`config.mk`:
```
export PLATFORM = sky130hd
export DESIGN_NAME = gsr_release_sequencer
export DESIGN_NICKNAME = d
export VERILOG_FILES = /design/src/rtl/gsr_release_sequencer.sv
export SDC_FILE = /design/constraint.sdc
export NUM_CORES = 1
export LEC_CHECK = 0
export CAP_MARGIN = 30
export CORE_ASPECT_RATIO = 1.2
export CORE_MARGIN = 4
export CORE_UTILIZATION = 57
export CTS_BUF_LIST = sky130_fd_sc_hd__clkbuf_8
export CTS_CLUSTER_SIZE = 14
export DETAILED_ROUTE_END_ITERATION = 6
export GPL_ROUTABILITY_DRIVEN = 0
export PLACE_DENSITY = 0.86
export SLEW_MARGIN = 10
export SYNTH_ARGS = -nofsm -noshare
export SYNTH_HDL_FRONTEND = slang
export SYNTH_SLANG_ARGS = --single-unit
```
`constraint.sdc`:
```
create_clock -name CK -period 2.25 [get_ports CK]
set_input_delay 0.225 -clock CK [delete_from_list [all_inputs] [get_ports CK]]
set_output_delay 0.225 -clock CK [all_outputs]
set_load 0.05 [all_outputs]
```
`src/rtl/gsr_release_sequencer.sv`:
```
// Active-low global set/reset generator: synchronizes board reset release,
// qualifies PLL lock for a hold period, and supports software re-reset.
module gsr_release_sequencer #(
  parameter int SYNC_STAGES    = 2,
  parameter int HOLD_CYCLES    = 16,
  parameter int SW_HOLD_CYCLES = 8,
  parameter int CNT_W          = 8
) (
  input  logic       CK,
  input  logic       RSTN,
  input  logic       LOCK,
  input  logic       SWRST_REQ,
  output logic       GSRN,
  output logic       READY,
  output logic       SWRST_ACK,
  output logic [2:0] STATE
);

  typedef enum logic [2:0] {
    S_RESET   = 3'd0,
    S_HOLD    = 3'd1,
    S_RELEASE = 3'd2,
    S_RUN     = 3'd3,
    S_SWRST   = 3'd4
  } state_t;

  logic [SYNC_STAGES-1:0] r_rst_sync;
  logic                   r_lock_meta;
  logic                   r_lock_sync;
  logic [CNT_W-1:0]       r_cnt;
  state_t                 r_state;
  logic                   r_gsrn;
  logic                   r_ready;
  logic                   r_ack;

  logic w_rst_done;
  logic w_hold_last;
  logic w_sw_last;

  assign w_rst_done  = r_rst_sync[SYNC_STAGES-1];
  assign w_hold_last = (r_cnt == CNT_W'(HOLD_CYCLES - 1));
  assign w_sw_last   = (r_cnt == CNT_W'(SW_HOLD_CYCLES - 1));

  // Reset-release synchronizer: asserts asynchronously, releases after SYNC_STAGES edges
  always_ff @(posedge CK or negedge RSTN) begin
    if (!RSTN) begin
      r_rst_sync <= '0;
    end else begin
      r_rst_sync <= {r_rst_sync[SYNC_STAGES-2:0], 1'b1};
    end
  end

  // LOCK synchronizer, held clear until the FSM leaves RESET so it is primed in HOLD
  always_ff @(posedge CK or negedge RSTN) begin
    if (!RSTN) begin
      r_lock_meta <= 1'b0;
      r_lock_sync <= 1'b0;
    end else if (r_state == S_RESET) begin
      r_lock_meta <= 1'b0;
      r_lock_sync <= 1'b0;
    end else begin
      r_lock_meta <= LOCK;
      r_lock_sync <= r_lock_meta;
    end
  end

  // Sequencer FSM with registered GSRN/READY/ACK
  always_ff @(posedge CK or negedge RSTN) begin
    if (!RSTN) begin
      r_state <= S_RESET;
      r_cnt   <= '0;
      r_gsrn  <= 1'b0;
      r_ready <= 1'b0;
      r_ack   <= 1'b0;
    end else begin
      r_ack <= 1'b0;
      case (r_state)
        S_RESET: begin
          r_gsrn  <= 1'b0;
          r_ready <= 1'b0;
          r_cnt   <= '0;
          if (w_rst_done) begin
            r_state <= S_HOLD;
          end
        end
        S_HOLD: begin
          r_ready <= 1'b0;
          if (!r_lock_sync) begin
            r_cnt  <= '0;
            r_gsrn <= 1'b0;
          end else if (w_hold_last) begin
            r_state <= S_RELEASE;
            r_cnt   <= '0;
            r_gsrn  <= 1'b1;
          end else begin
            r_cnt  <= r_cnt + CNT_W'(1);
            r_gsrn <= 1'b0;
          end
        end
        S_RELEASE: begin
          r_state <= S_RUN;
          r_gsrn  <= 1'b1;
          r_ready <= 1'b1;
        end
        S_RUN: begin
          // Software request takes priority over a simultaneous lock loss
          if (SWRST_REQ) begin
            r_state <= S_SWRST;
            r_gsrn  <= 1'b0;
            r_ready <= 1'b0;
            r_ack   <= 1'b1;
            r_cnt   <= '0;
          end else if (!r_lock_sync) begin
            r_state <= S_HOLD;
            r_gsrn  <= 1'b0;
            r_ready <= 1'b0;
            r_cnt   <= '0;
          end else begin
            r_gsrn  <= 1'b1;
            r_ready <= 1'b1;
          end
        end
        S_SWRST: begin
          r_gsrn  <= 1'b0;
          r_ready <= 1'b0;
          if (w_sw_last) begin
            r_state <= S_HOLD;
            r_cnt   <= '0;
          end else begin
            r_cnt <= r_cnt + CNT_W'(1);
          end
        end
        default: begin
          r_state <= S_RESET;
          r_cnt   <= '0;
          r_gsrn  <= 1'b0;
          r_ready <= 1'b0;
        end
      endcase
    end
  end

  assign GSRN      = r_gsrn;
  assign READY     = r_ready;
  assign SWRST_ACK = r_ack;
  assign STATE     = r_state;

endmodule

```
==> impl_metrics.json <==
{
  "cts_setup_buffers": 0,
  "hold-path-endpoint": "r_rst_sync[1]$_DFF_PN0_",
  "timing.critical_path.max_delay_family": "buffers and inverters",
  "floorplan.die_area_sq_um": 2300,
  "synth_async_sr_flop_share_pct": 100,
  "r2r_cells": 4,
  "grt_first_pass_wirelength_mm": 3.28,
  "gr-total-overflow": 0,
  "synth-edff-count": 0,
  "detailed_place_hpwl_mm": 1.28,
  "min_period_ns": 1.96,
  "clock_sink_count": 18,
  "cts_buffer_depth": 2,
  "reg2reg_slack_ns": 0.44,
  "peakVddDrop_uv": 428,
  "die_x_microns": 44.5,
  "post_cts_clock_slew_at_the_launch_and_capture_registers_of_the_worst_setup_and_hold_paths_ns": 0.06,
  "globalRouteTotalUtil_pct": 20.4,
  "regToRegStartpoint": "r_cnt[5]$_DFFE_PN0N_",
  "initial_core_util_pct": 62.1,
  "skew_ns": 0.00387,
  "run_status": "finished clean",
  "totalWireLength_mm": 1.96,
  "yosysTopAreaCell": "dfrtp_1",
  "post_cts.resized_instances": 0,
  "antenna-diode-count": 0,
  "regToRegEndpoint": "r_cnt[7]$_DFFE_PN0N_",
  "critical_path.n_buffers_inverters": 1,
  "synth-main-ff-cell": "dfrtp_1",
  "antenna_violations_before_repair": 0,
  "cts_hold_repair.buffers": 0,
  "maxClockFrequency_ghz": 0.510,
  "report.final.slew_viol_count": 0,
  "final_nets": 103,
  "worst-path-max-fanout": 9,
  "tritoncts.num_buffers": 3,
  "avgSynthCellArea_sq_um": 10.5,
  "min_delay_path_depth": 0,
  "wire_per_inst_microns": 17.3,
  "first_global_vias": 704,
  "placement.io_buffers": 9,
  "die_y_microns": 51.8,
  "register_bit_count_reported_by_yosys": 18,
  "holdCritStartpoint": "r_rst_sync[0]$_DFF_PN0_",
  "report.final.setup_viol": 0,
  "detailedRoute.firstPassIterationCount": 4,
  "cts-root-buf": "clkbuf_8",
  "flow.area_growth_from_synthesis_pct": 15.3,
  "initialDrtViolationCount": 32,
  "worstSkewPairLatency_ns": 0.25,
  "final_layout_size_suffix_gt1_share_pct": 14.6,
  "synthesis.nets": 92,
  "detail_route.vias_per_cell": 6.37,
  "drc": 0,
  "path_category_of_the_worst_min_delay_check": "register to register",
  "vias": 720,
  "path_class": "register to output pin",
  "cts_tree": "yes",
  "regArea_sq_um": 450,
  "numPlacedInstances": 110,
  "core-area_sq_um": 1460,
  "maxCapViolations": 0,
  "cpPeakStageDelay_ns": 0.89,
  "post_synth_inst_count": 87,
  "instances_no_fill": 113,
  "multiInputGateArea_sq_um": 442,
  "cp_slowest_cell": "clkdlybuf4s50_1",
  "synth-seq-area-share_pct": 49.5,
  "category_of_the_worst_setup_path_launch_point": "register",
  "num-fill-cells": 113,
  "critPathArrivalTime_ns": 1.74,
  "synth-warning-count": 0,
  "ios": 10,
  "setup_total_negative_slack_ns": 0,
  "worst_ep_required_time_ns": 2.03,
  "ctsHtreeMaxLevel": 1,
  "area_of_the_mapped_netlist_sq_um": 910,
  "p_per_area_nw_per_um2": 565,
  "worstMarginPinSlew_ns": 0.761,
  "layout_worst_path_cycle_share_pct": 87.1,
  "ys_types": 38,
  "std_cell_rows": 15,
  "report.final.hold_viol_count": 0,
  "timing.max_slew.rel_slack_pct": 49.1,
  "worst_setup_path_end_kind": "output pin",
  "grt_setup_unrepaired": "no",
  "leakage_nw": 0.441,
  "end_of_flow_core_utilization_pct": 71.6,
  "critical_path.cell_chain": "clkdlybuf4s50_1",
  "postRouteAntennaNets": 0,
  "pin_count_of_the_biggest_net_entering_global_routing": 19,
  "synth.area.top_cells": "dfrtp_1 (50%), nand2_1 (5.0%), o211ai_1 (5.0%)",
  "proportion_of_netlist_area_held_by_the_largest_area_contributor_pct": 49.5
}
[flip-flops by register name (all words and copies together) (netlist names)]
name         count
r_cnt            8
r_lock_meta      1
r_rst_sync       2
GSRN             1
STATE            3
SWRST_ACK        1
r_lock_sync      1
READY            1
[through the flow]
stage          power (W)  setup slack, ns  hold slack, ns  area [sq um]
2_1_floorplan   0.000362            0.529         -0.0706           910
3_3_place_gp    0.000377            0.499           0.332          1010
3_5_place_dp    0.000379            0.447           0.365          1010
4_1_cts         0.000595            0.289           0.378          1050
5_1_grt         0.000618            0.238           0.400          1050
6_report        0.000593            0.289           0.377          1050
[routing by layer]
metal  part of all wire [%]  wire [microns]  vias to the layer above  GRT usage [%]
li1                       -               -                      341              -
met1                     38             746                      343           22.5
met2                     53            1040                       29           33.3
met3                    5.5             108                        7           5.19
met4                    3.1              61                        0           14.6
met5                      0               0                        -              0
[cells in the final DEF (no fill, tap or decap), drive strengths merged, types with 3 or more instances in the layout]
master and n:
a31o 3, o21ai 4, clkbuf 3, dfrtp 18, nand3 3, nand2 12
clkdlybuf4s50 9, nand2b 3, o211ai 6, nor2b 3, nor2 3, a211oi 3
nor3 3
[final cells by class]
class	count	share of cell area, %
sequential	18	43.0
timing repair buffer	9	8.59
multi-input combinational	65	42.1
clock buffer	3	3.94
inverter	1	0.358
tap	17	2.03
[kinds of logic after synthesis]
logic type,after synthesis,share of synthesized area (%)
and+or+nand+nor,38,23.9
AOI/OAI and AO/OA,24,21.9
DFF,18,49.5
buffers and inverters,4,1.92
xor gates and xnor gates,1,0.963
adders and majority gates,1,1.38
other,1,0.412
[worst max-delay path by stage]
stage | from | to | depth (start not counted)
after floorplan | STATE[2]$_DFFE_PN0P_ | r_cnt[6]$_DFFE_PN0N_ | 4
after global placement | r_cnt[0]$_DFFE_PN0N_ | r_cnt[4]$_DFFE_PN0N_ | 5
after detailed placement | SWRST_REQ | r_cnt[6]$_DFFE_PN0N_ | 5
after CTS | STATE[1]$_DFFE_PN0P_ | STATE[1] | 1
after global routing | STATE[1]$_DFFE_PN0P_ | STATE[1] | 1
final | STATE[1]$_DFFE_PN0P_ | STATE[1] | 1
[cell usage after synthesis (2+ instances only)]
cell and n:
a211oi_4 2, buf_2 2, nand2_1 12, or3_1 2, nand3_1 3, o211ai_1 6, o21ai_0 3, nand2b_1 2
nor3_1 3, a31o_2 3, and3_1 2, dfrtp_1 18, nor2b_1 3, nor2_1 2
[report_power, final]
part	total, W	switching, W	internal, W	leakage (nW)
registers	0.000340	0.00000806	0.000332	0.234
clock network	0.000219	0.0000998	0.000119	0.0216
logic	0.0000336	0.0000193	0.0000144	0.185
total	0.000593	0.000127	0.000465	0.441
Note: power is estimated with default switching activity, not from simulation.
